[config.mk]
export PLATFORM = sky130hd
export DESIGN_NAME = image_row_feeder
export DESIGN_NICKNAME = d
export VERILOG_FILES = /design/src/rtl/image_row_feeder.sv
export SDC_FILE = /design/constraint.sdc
export NUM_CORES = 1
export LEC_CHECK = 0
export CORE_UTILIZATION = 48
export DETAILED_ROUTE_END_ITERATION = 16
export PLACE_DENSITY = 0.71
export SLEW_MARGIN = 15
export SYNTH_ARGS = -nofsm -noshare
export SYNTH_HDL_FRONTEND = slang
export SYNTH_SLANG_ARGS = --single-unit
[constraint.sdc]
create_clock -name clk -period 9.2 [get_ports clk]
set_input_delay 0.92 -clock clk [delete_from_list [all_inputs] [get_ports clk]]
set_output_delay 0.92 -clock clk [all_outputs]
set_load 0.005 [all_outputs]
[src/rtl/image_row_feeder.sv]
// Pixel-serial to row-parallel feeder: packs W pixels into a row word, paces rows with a gap,
// optionally holds after each frame. Optional sticky overrun flag under `FEEDER_OVERRUN_EN.
module image_row_feeder #(
   parameter int W          = 24,
   parameter int H          = 24,
   parameter int DATA_BITS  = 8,
   parameter int ROW_GAP    = 32,
   parameter int HOLD_FRAME = 1
) (
   input  logic                                  clk,
   input  logic                                  resetn,
   input  logic [DATA_BITS-1:0]                  pix_i,
   input  logic                                  pix_valid_i,
   output logic                                  pix_ready_o,
   input  logic                                  frame_release_i,
   output logic [W*DATA_BITS-1:0]                row_o,
   output logic                                  row_valid_o,
   output logic [((H > 1) ? $clog2(H) : 1)-1:0]  row_idx_o,
   output logic                                  frame_done_o,
   output logic                                  busy_o
`ifdef FEEDER_OVERRUN_EN
   ,output logic                                 overrun_o
`endif
);

   localparam int COL_W = (W > 1) ? $clog2(W) : 1;
   localparam int ROW_W = (H > 1) ? $clog2(H) : 1;
   localparam int GAP_W = (ROW_GAP > 0) ? $clog2(ROW_GAP + 1) : 1;
   localparam logic [GAP_W-1:0] GAP_LOAD = GAP_W'((ROW_GAP > 0) ? ROW_GAP - 1 : 0);

   typedef enum logic [1:0] {FILL, EMIT, GAP, HOLD} state_t;

   state_t                 state, state_nxt;
   logic [COL_W-1:0]       col;
   logic [ROW_W-1:0]       row;
   logic [GAP_W-1:0]       gap;
   logic [W*DATA_BITS-1:0] shadow;
   logic [W*DATA_BITS-1:0] row_nxt;
   logic                   xfer;
   logic                   last_col;
   logic                   last_row;

   assign xfer     = pix_valid_i && (state == FILL);
   assign last_col = (col == COL_W'(W - 1));
   assign last_row = (row == ROW_W'(H - 1));

   // Completed row = shadow with the final pixel merged in, so row_o never sees a partial row.
   always_comb begin
      row_nxt = shadow;
      row_nxt[col*DATA_BITS +: DATA_BITS] = pix_i;
   end

   always_comb begin
      state_nxt    = state;
      pix_ready_o  = 1'b0;
      row_valid_o  = 1'b0;
      frame_done_o = 1'b0;
      case (state)
         FILL: begin
            pix_ready_o = 1'b1;
            if (pix_valid_i && last_col) state_nxt = EMIT;
         end
         EMIT: begin
            row_valid_o  = 1'b1;
            frame_done_o = last_row;
            if (last_row && (HOLD_FRAME != 0)) state_nxt = HOLD;
            else if (ROW_GAP > 0)              state_nxt = GAP;
            else                               state_nxt = FILL;
         end
         GAP: begin
            if (gap == '0) state_nxt = FILL;
         end
         HOLD: begin
            if (frame_release_i) state_nxt = (ROW_GAP > 0) ? GAP : FILL;
         end
         default: state_nxt = FILL;
      endcase
   end

   // Shadow is pure data: every slot is rewritten before it is ever copied out.
   always_ff @(posedge clk) begin
      if (xfer) shadow[col*DATA_BITS +: DATA_BITS] <= pix_i;
   end

   always_ff @(posedge clk or negedge resetn) begin
      if (!resetn) begin
         state     <= FILL;
         col       <= '0;
         row       <= '0;
         gap       <= '0;
         row_o     <= '0;
         row_idx_o <= '0;
         busy_o    <= 1'b0;
      end else begin
         state <= state_nxt;
         case (state)
            FILL: begin
               if (xfer) begin
                  busy_o <= 1'b1;
                  if (last_col) begin
                     row_o     <= row_nxt;
                     row_idx_o <= row;
                     col       <= '0;
                  end else begin
                     col <= col + 1'b1;
                  end
               end
            end
            EMIT: begin
               row <= last_row ? '0 : row + 1'b1;
               if (state_nxt == GAP) gap <= GAP_LOAD;
               if (last_row && (HOLD_FRAME == 0)) busy_o <= 1'b0;
            end
            GAP: begin
               if (gap != '0) gap <= gap - 1'b1;
            end
            HOLD: begin
               if (frame_release_i) begin
                  busy_o <= 1'b0;
                  if (state_nxt == GAP) gap <= GAP_LOAD;
               end
            end
            default: ;
         endcase
      end
   end

`ifdef FEEDER_OVERRUN_EN
   // Sticky: a source without back-pressure offered a pixel we could not take.
   always_ff @(posedge clk or negedge resetn) begin
      if (!resetn)                          overrun_o <= 1'b0;
      else if (pix_valid_i && !pix_ready_o) overrun_o <= 1'b1;
   end
`endif

endmodule

==> impl_metrics.yaml, run 1 <==
status:
  status: "finished clean"
power:
  p_comb_frac: 0.342
  netSwitchingFraction: 0.327
  pwr-share-seq: 0.440
  switchingPower_mw: 2.37
  clockPowerShare: 0.219
  p_per_area_mw_per_mm2: 350
  internal_power_mw: 4.88
  power.total_mw: 7.25
  vdd_drop_max_mv: 0.169
  p_leak_nw: 8.76
detailed_routing:
  ant_nets: 0
  finalWirelength_um: 42400
  wire_per_inst_um: 19.4
  drtIter0Drc: 959
  drc: 0
  vias: 12000
  drt_pass1_iterations: 5
  avgViaCountPerCell: 5.49
min_path:
  hold_class: "input port to asynchronous set/reset pin"
worst_setup_path:
  path_common_cell: "ha_1"
  cp-startpoint: "col[0]"
  worstReg2RegEnd: "shadow[101]"
  rr_worst_depth: 8
  crit_chain: "inv_1, ha_1, nor3b_1, ha_1, nor3_2, nand2_1, nor2_2, mux2_2"
  cp-end-kind: "flop"
  cpPeakStageDelay_ns: 0.69
  r2r_start: "col[0]"
  timing_worst_setup_path_type: "flop to flop"
  cp.arrival_ns: 3.99
  start_kind: "flop"
  cp.required_ns: 9.47
  slowest_stage: "dfrtp_1"
  reg2reg_slack_ns: 5.48
  crit_fanout: 27
cts:
  tritoncts: "done"
  postCtsResizedCells: 0
  clock-sinks: 408
  cts-root-buf: "clkbuf_16"
  clock_path_buffers: 3
  cts_max_level: 2
  hold_buffers: 0
  cts_setup_buffers: 0
  cts-buffers-inserted: 41
  cts.reportedPaths.clkPinSlew_ns: 0.06
  clk_latency_ns: 0.53
floorplanning:
  die_x_um: 190
  die_height_um: 190
  row_count: 68
  io_pins: 213
  start_util: 0.489
  die_area_sq_mm: 0.0361
  coreArea_sq_mm: 0.0346
yosys:
  synth.net_count: 1532
  yosys.cell_types.count: 59
  ys_async_sr_fraction: 0.529
  syn_area_sq_mm: 0.0169
  synth_compound_area_frac: 0.0832
  syn_area_per_cell_sq_um: 11.2
  ys_seq_area_frac: 0.659
  ys_warn_count: 0
  ys_ff_latch: 408
  synth_top_family_by_area: "simple AND/OR/NAND/NOR gates"
  synth_edf_count: 192
  synth_fa_ha_area_frac: 0.00443
  synth-simple-area-share: 0.169
  synthXorXnorAreaFrac: 0.00310
  synth_ff_type: "dfrtp_1"
  muxShareOfSynthArea: 0.0582
  synthCells: 1514
sta:
  hold_viol_final: 0
  fin_crit_ns: 3.72
  fmax_mhz: 269
  worst_clock_skew_ns: 0.00780
  holdWs_ns: 0.455
  relSlewSlack: 0.368
  grt_setup_unrepaired: "no"
  drv_slew: 0
  fin_crit_sh: 0.404
  setup_viol: 0
  setup_ws_ns: 5.48
  worst_pin_slew_ns: 0.945
  tns_ns: 0
global_routing:
  grt_pass1_vias: 11500
  grt_antenna_before_repair: 0
  grt_start_max_net_pins: 107
  grt_use_total: 0.237
  grt_overflow: 0
  grt_pass1_wl_um: 66100
finish:
  num-fill-cells: 2879
  drive_gt1_frac: 0.107
  mostFrequentLayoutCell: "nand2_1"
  nets: 1713
  mostFrequentLayoutCells: "nand2_1 (438), dfrtp_1 (216), clkdlybuf4s50_1 (206)"
  n_antenna_cell: 0
  fin_cells: 2183
  areaGrowthSynthToFinish_pct: 22.2
placement:
  gp_congestion: 0.812
  port_buffers: 212
  dp_cells: 2107
  dp_slack_ns: 5.26
  place_hpwl_um: 26000
job:
  maxCapViolCount: 0
power groups by stage:
stage / clock, mW / combinational (mW) / sequential, mW
floorplan: 0 / 1.27 / 3.14
global placement: 0 / 2.41 / 3.20
detailed placement: 0 / 2.48 / 3.21
CTS: 1.62 / 2.49 / 3.19
global route: 1.70 / 2.73 / 3.26
finish: 1.59 / 2.48 / 3.19
final cells by class:
cell class,count,area [sq um],share of cell area
multi-input combinational,1008,5420,0.262
tap,455,569,0.0275
clock buffer,63,1220,0.0590
inverter,8,37.5,0.00181
sequential,408,11200,0.540
timing repair buffer,228,2230,0.108
clock inverter,13,60.1,0.00290
worst max-delay path by stage:
stage / slack (ns) / endpoint / depth (start not counted)
floorplan: 2.30 / row_o[100] / 7
global placement: 5.22 / col[4] / 7
detailed placement: 5.26 / col[4] / 7
CTS: 5.45 / shadow[101] / 8
global route: 5.13 / shadow[101] / 8
finish: 5.48 / shadow[101] / 8
cell usage after synthesis, types with 2 or more instances:
cell type / instances / area [sq um]
nand2_1: 438 / 1640
dfrtp_1: 216 / 5410
edfxtp_1: 192 / 5770
nor2_1: 126 / 473
a31oi_1: 104 / 651
o21ai_0: 79 / 395
clkbuf_1: 75 / 282
mux2_2: 70 / 788
nand3_1: 54 / 270
or3_1: 21 / 131
nand2b_1: 13 / 81.3
a22o_1: 12 / 105
buf_2: 10 / 50.1
a21bo_2: 8 / 80.1
mux2_4: 8 / 120
nor3_1: 8 / 40.0
inv_1: 7 / 26.3
ha_1: 6 / 75.1
mux2_1: 6 / 67.6
a21oi_1: 4 / 20.0
buf_1: 4 / 15.0
nand4_1: 4 / 25.0
xor2_1: 4 / 35.0
and2_1: 3 / 18.8
nor2_2: 3 / 18.8
nand3b_1: 2 / 15.0
nor2b_1: 2 / 12.5
nor3_2: 2 / 20.0
or2_2: 2 / 12.5
xnor2_1: 2 / 17.5
logic make-up (layout without fill, tap and decap cells):
| kind of cell | count (synthesis) | count (layout) |
|---|---|---|
| simple gates | 688 | 688 |
| compound gates | 223 | 223 |
| flops | 408 | 408 |
| xor+xnor | 6 | 6 |
| fa+ha+maj | 6 | 6 |
| mux | 85 | 85 |
| buf+inv | 98 | 312 |
registers in the layout, summed over array words and instances (netlist names):
signal     cells
col            5
row_o        192
state          2
busy_o         1
shadow       192
row            5
row_idx_o      5
gap            6
worst max-delay path, delay by kind of cell (launching register included):
family | cells | cell delay, ns
multiplexers | 1 | 0.39
AND/OR/NAND/NOR | 4 | 1.63
flip-flops | 1 | 0.69
adder cells (fa/ha/maj) | 2 | 0.65
buffers and inverters | 1 | 0.10
routing by layer:
metal	vias to the layer above	routed length, um	GRT usage
met4	0	1210	0.0751
li1	5663	-	-
met1	5839	19200	0.345
met2	414	19400	0.364
met3	75	2660	0.0369
met5	-	0	0
through the flow:
stage               area [sq um]   util
floorplan                  16900      -
global placement           19400  0.560
detailed placement         19400  0.560
CTS                        20700  0.597
global route               20700  0.598
finish                     20700  0.598
No activity file was read; power rests on OpenSTA's default activity.
==> inputs of run 2 (changes only) <==
clock period = 3.7 ns   (was 9.2 ns; I/O delays follow)
==> run 2 against run 1 <==
  * Die area stayed put
  * Sequential power is 150% higher
  * Register-to-register slack got worse by 5.1 ns
  * Cell count rose by 0.50%
  * Routed wire length grew 3.5%
  * First-iteration DRC count is 11% higher
  * Critical path type unchanged
==> impl_metrics.yaml, run 2 (same netlist as run 1, synthesis figures left out) <==
floorplanning:
  die_height_um: 190
  die_area_sq_mm: 0.0361
  die_x_um: 190
  io_pins: 213
  coreArea_sq_mm: 0.0346
  start_util: 0.489
  row_count: 68
power:
  power.total_mw: 18.7
  p_leak_nw: 8.92
  vdd_drop_max_mv: 0.476
  p_per_area_mw_per_mm2: 887
worst_setup_path:
  crit_fanout: 10
  start_kind: "flop"
  cp-end-kind: "flop"
  cp.required_ns: 3.98
  cpPeakStageDelay_ns: 0.44
  crit_chain: "inv_1, ha_1, nor3b_1, ha_1, nand2b_1, nor3b_2, nand2_2, nor2_2, mux2_2"
  rr_worst_depth: 9
  timing_worst_setup_path_type: "flop to flop"
  cp.arrival_ns: 3.63
  slowest_stage: "dfrtp_1"
  path_common_cell: "ha_1"
detailed_routing:
  avgViaCountPerCell: 5.60
  wire_per_inst_um: 20.0
  drc: 0
  drtIter0Drc: 1069
  vias: 12300
  drt_pass1_iterations: 6
  ant_nets: 0
  finalWirelength_um: 43900
sta:
  tns_ns: 0
  hold_viol_final: 0
  fin_crit_ns: 3.34
  relSlewSlack: 0.379
  worst_pin_slew_ns: 0.928
  fmax_mhz: 299
  drv_slew: 0
  grt_setup_unrepaired: "no"
  setup_viol: 0
  worst_clock_skew_ns: 0.0202
  fin_crit_sh: 0.904
cts:
  clock-sinks: 408
  clk_latency_ns: 0.54
  cts_setup_buffers: 0
  tritoncts: "done"
  cts_max_level: 2
  cts-root-buf: "clkbuf_16"
  clock_path_buffers: 3
  cts-buffers-inserted: 42
  cts.reportedPaths.clkPinSlew_ns: 0.06
global_routing:
  grt_start_max_net_pins: 113
  grt_overflow: 0
  grt_pass1_wl_um: 67900
  grt_antenna_before_repair: 0
  grt_use_total: 0.244
  grt_pass1_vias: 11800
finish:
  areaGrowthSynthToFinish_pct: 24.2
  mostFrequentLayoutCell: "nand2_1"
  nets: 1724
  num-fill-cells: 2832
  n_antenna_cell: 0
  top_regs: "row_o x192, shadow x192, gap x6"
  mostFrequentLayoutCells: "nand2_1 (438), dfrtp_1 (216), clkdlybuf4s50_1 (207)"
  drive_gt1_frac: 0.116
placement:
  place_hpwl_um: 26900
  port_buffers: 212
  gp_congestion: 0.844
min_path:
  hold_class: "input port to asynchronous set/reset pin"
status:
  status: "finished clean"
job:
  maxCapViolCount: 0
## run 2: per-layer routing
layer	vias up	global-route usage	routed length [um]
met5	-	0	0
met4	0	0.0794	1280
met3	79	0.0491	3030
met2	448	0.382	20400
met1	6088	0.342	19200
li1	5674	-	-
## run 2: final timing paths
path	from	endpoint	slack, ns
hold / removal	resetn	row_o[13]	0.42
setup / recovery	col[1]	shadow[82]	0.36
hold reg to reg	shadow[100]	row_o[100]	0.47
min in group clk	shadow[100]	row_o[100]	0.47
setup reg to reg	col[1]	shadow[82]	0.36
max in group asynchronous	resetn	row_o[78]	2.19
## run 2: final cells by class
type                    instances  area [sq um]  share of cell area
flip-flops and latches        408         11200               0.531
multi-input cells            1008          5410               0.257
repair buffers                238          2400               0.114
clock buffers                  63          1260              0.0599
well taps                     455           569              0.0270
clock inverters                14           199             0.00945
inverters                       8          37.5             0.00178
## run 2: metrics by stage
step           std cells  utilization  setup WS (ns)  hold slack (ns)  instance area [sq um]
4_1_cts             2193        0.607          0.259            0.473                  21000
2_1_floorplan       1514            -          0.622           0.0744                  17000
3_3_place_gp        2115        0.564          0.481            0.423                  19500
5_1_grt             2194        0.608          0.136            0.483                  21000
3_5_place_dp        2115        0.564          0.252            0.432                  19500
6_report            2194        0.608          0.357            0.420                  21000
## run 2: worst max-delay path, delay by kind of cell (launching register included)
family                     cells  cell delay (ns)
adders and majority gates      2             0.60
DFF                            1             0.44
buffers and inverters          1             0.09
and+or+nand+nor                5             1.55
muxes                          1             0.40
## run 2: repair_timing
item	in CTS	in global routing
gates resized for setup	0	1
endpoints found under the setup margin	0	10
hold buffers	1	0
hold endpoints to repair	81	0
## run 2: power by group
part,total (mW),switching (mW),internal [mW],leakage [nW]
Sequential,7.89,0.990,6.90,4.78
Clock,4.43,1.73,2.70,0.709
Combinational,6.35,3.31,3.04,3.43
Total,18.7,6.03,12.6,8.92
==> inputs of run 3 (changes only) <==
CORE_MARGIN = 2   (was default)
SLEW_MARGIN = default   (was 15)
==> run 3 against run 2 <==
  * Die area up 2.1%
  * Global-route usage down 0.24 points
  * Combinational power down 0.8%
  * Setup slack worse by 0.16 ns
  * Critical path depth down 1
  * Register-to-register slack worse by 0.16 ns
  * Largest power group unchanged
==> impl_metrics.yaml, run 3 (same netlist as run 1, synthesis figures left out) <==
detailed_routing:
  met1_length_um: 19700
  drc: 0
  ant_nets: 0
  highest_layer: "met4"
  wl_met2_um: 20700
  avgViaCountPerCell: 5.56
  wire_per_inst_um: 20.2
  drtIter0Drc: 1101
  wl_met3_um: 3090
  vias: 12200
  finalWirelength_um: 44300
  drt_pass1_iterations: 5
worst_setup_path:
  crit_fanout: 11
  cpPeakStageDelay_ns: 0.71
  cp-startpoint: "col[1]"
  rr_worst_depth: 8
  critical_path.top_delay_family: "simple AND/OR/NAND/NOR gates"
  timing_worst_setup_path_type: "flop to flop"
  worstReg2RegEnd: "shadow[72]"
  crit_buf_inv: 1
  cp.required_ns: 3.97
  path_common_cell: "ha_1"
  slowest_stage: "nor2_1"
  crit_chain: "inv_1, ha_1, nor3b_1, ha_1, nand2_1, nor2_1, nand2b_1, mux2_1"
  path_depth: 8
  start_kind: "flop"
  r2r_start: "col[1]"
  reg2reg_slack_ns: 0.20
  cp-end-kind: "flop"
  cp.arrival_ns: 3.77
status:
  status: "finished clean"
finish:
  fin_cells: 2193
  mostFrequentLayoutCells: "nand2_1 (438), dfrtp_1 (216), clkdlybuf4s50_1 (207)"
  drive_gt1_frac: 0.115
  ff_latch_area_sq_mm: 0.0112
  top_regs: "row_o x192, shadow x192, gap x6"
  num-fill-cells: 2830
  multi_input_area_sq_mm: 0.00541
  nets: 1723
  mostFrequentLayoutCell: "nand2_1"
  areaGrowthSynthToFinish_pct: 23.4
  utilization: 0.604
sta:
  setup_ws_ns: 0.197
  worst_clock_skew_ns: 0.0145
  grt_setup_unrepaired: "no"
  drv_slew: 0
  setup_viol: 0
  fmax_mhz: 285
  relSlewSlack: 0.181
  tns_ns: 0
  fin_crit_ns: 3.50
  holdWs_ns: 0.473
  worst_pin_slew_ns: 1.23
  fin_crit_sh: 0.947
  hold_viol_final: 0
cts:
  clock-sinks: 408
  clock_path_buffers: 3
  cts_setup_buffers: 0
  cts.reportedPaths.clkPinSlew_ns: 0.06
  cts_max_level: 2
  cts-buffers-inserted: 42
  cts-root-buf: "clkbuf_16"
  clk_latency_ns: 0.53
  postCtsResizedCells: 0
  hold_buffers: 1
  tritoncts: "done"
min_path:
  hold_path.startpoint: "row_o[102]"
  min_path_cells: 2
  hold_end: "row_o[102]"
  hold_class: "flop to flop"
job:
  maxCapViolCount: 0
global_routing:
  grt_pass1_vias: 11800
  grt_start_max_net_pins: 126
  grt_pass1_wl_um: 68600
  grt_use_total: 0.242
  grt_overflow: 0
  grt_antenna_before_repair: 2
floorplanning:
  die_height_um: 192
  start_util: 0.489
  io_pins: 213
  die_x_um: 192
  die_area_sq_mm: 0.0368
  row_count: 68
  coreArea_sq_mm: 0.0346
power:
  p_leak_nw: 8.86
  vdd_drop_max_mv: 0.415
  p_per_area_mw_per_mm2: 876
placement:
  port_buffers: 212
  dp_cells: 2115
  place_hpwl_um: 27400
  gp_congestion: 0.838
  dp_slack_ns: 0.318
==> run 3: metrics by stage <==
stage / power, mW / instance area, sq um
after global routing: 19.4 / 20900
after CTS: 18.4 / 20900
after global placement: 14.0 / 19500
after floorplan: 10.9 / 17000
after detailed placement: 14.2 / 19500
final: 18.3 / 20900
==> run 3: how the worst max path moves through the flow <==
stage                 end  slack [ns]
3_3_place_gp   shadow[79]        0.49
5_1_grt        shadow[72]        0.03
3_5_place_dp   shadow[72]        0.32
2_1_floorplan  shadow[80]        0.62
6_report       shadow[72]        0.20
4_1_cts        shadow[72]        0.30
==> run 3: layout make-up <==
cell class | count | share of cell area
antenna | 1 | 0.000120
multi-input combinational | 1008 | 0.259
clock inverter | 9 | 0.00227
inverter | 8 | 0.00180
timing repair buffer | 237 | 0.113
tap | 455 | 0.0272
clock buffer | 67 | 0.0621
sequential | 408 | 0.534
==> run 3: power by group <==
part	switching, mW	total, mW	leakage (nW)	internal (mW)
registers	0.995	7.90	4.78	6.90
logic	3.30	6.30	3.42	3.00
clock network	1.71	4.11	0.666	2.40
==> run 3: tightest hold or removal path, cell delays in order (launching register included) <==
cell	delay (ns)
dfrtp_1	0.34
nand2_1	0.05
nand2_1	0.06
==> run 3: routing by layer <==
metal | GRT usage | vias up
met2 | 0.376 | 437
met5 | 0 | -
met3 | 0.0440 | 60
li1 | - | 5661
met4 | 0.0595 | 0
met1 | 0.353 | 6035
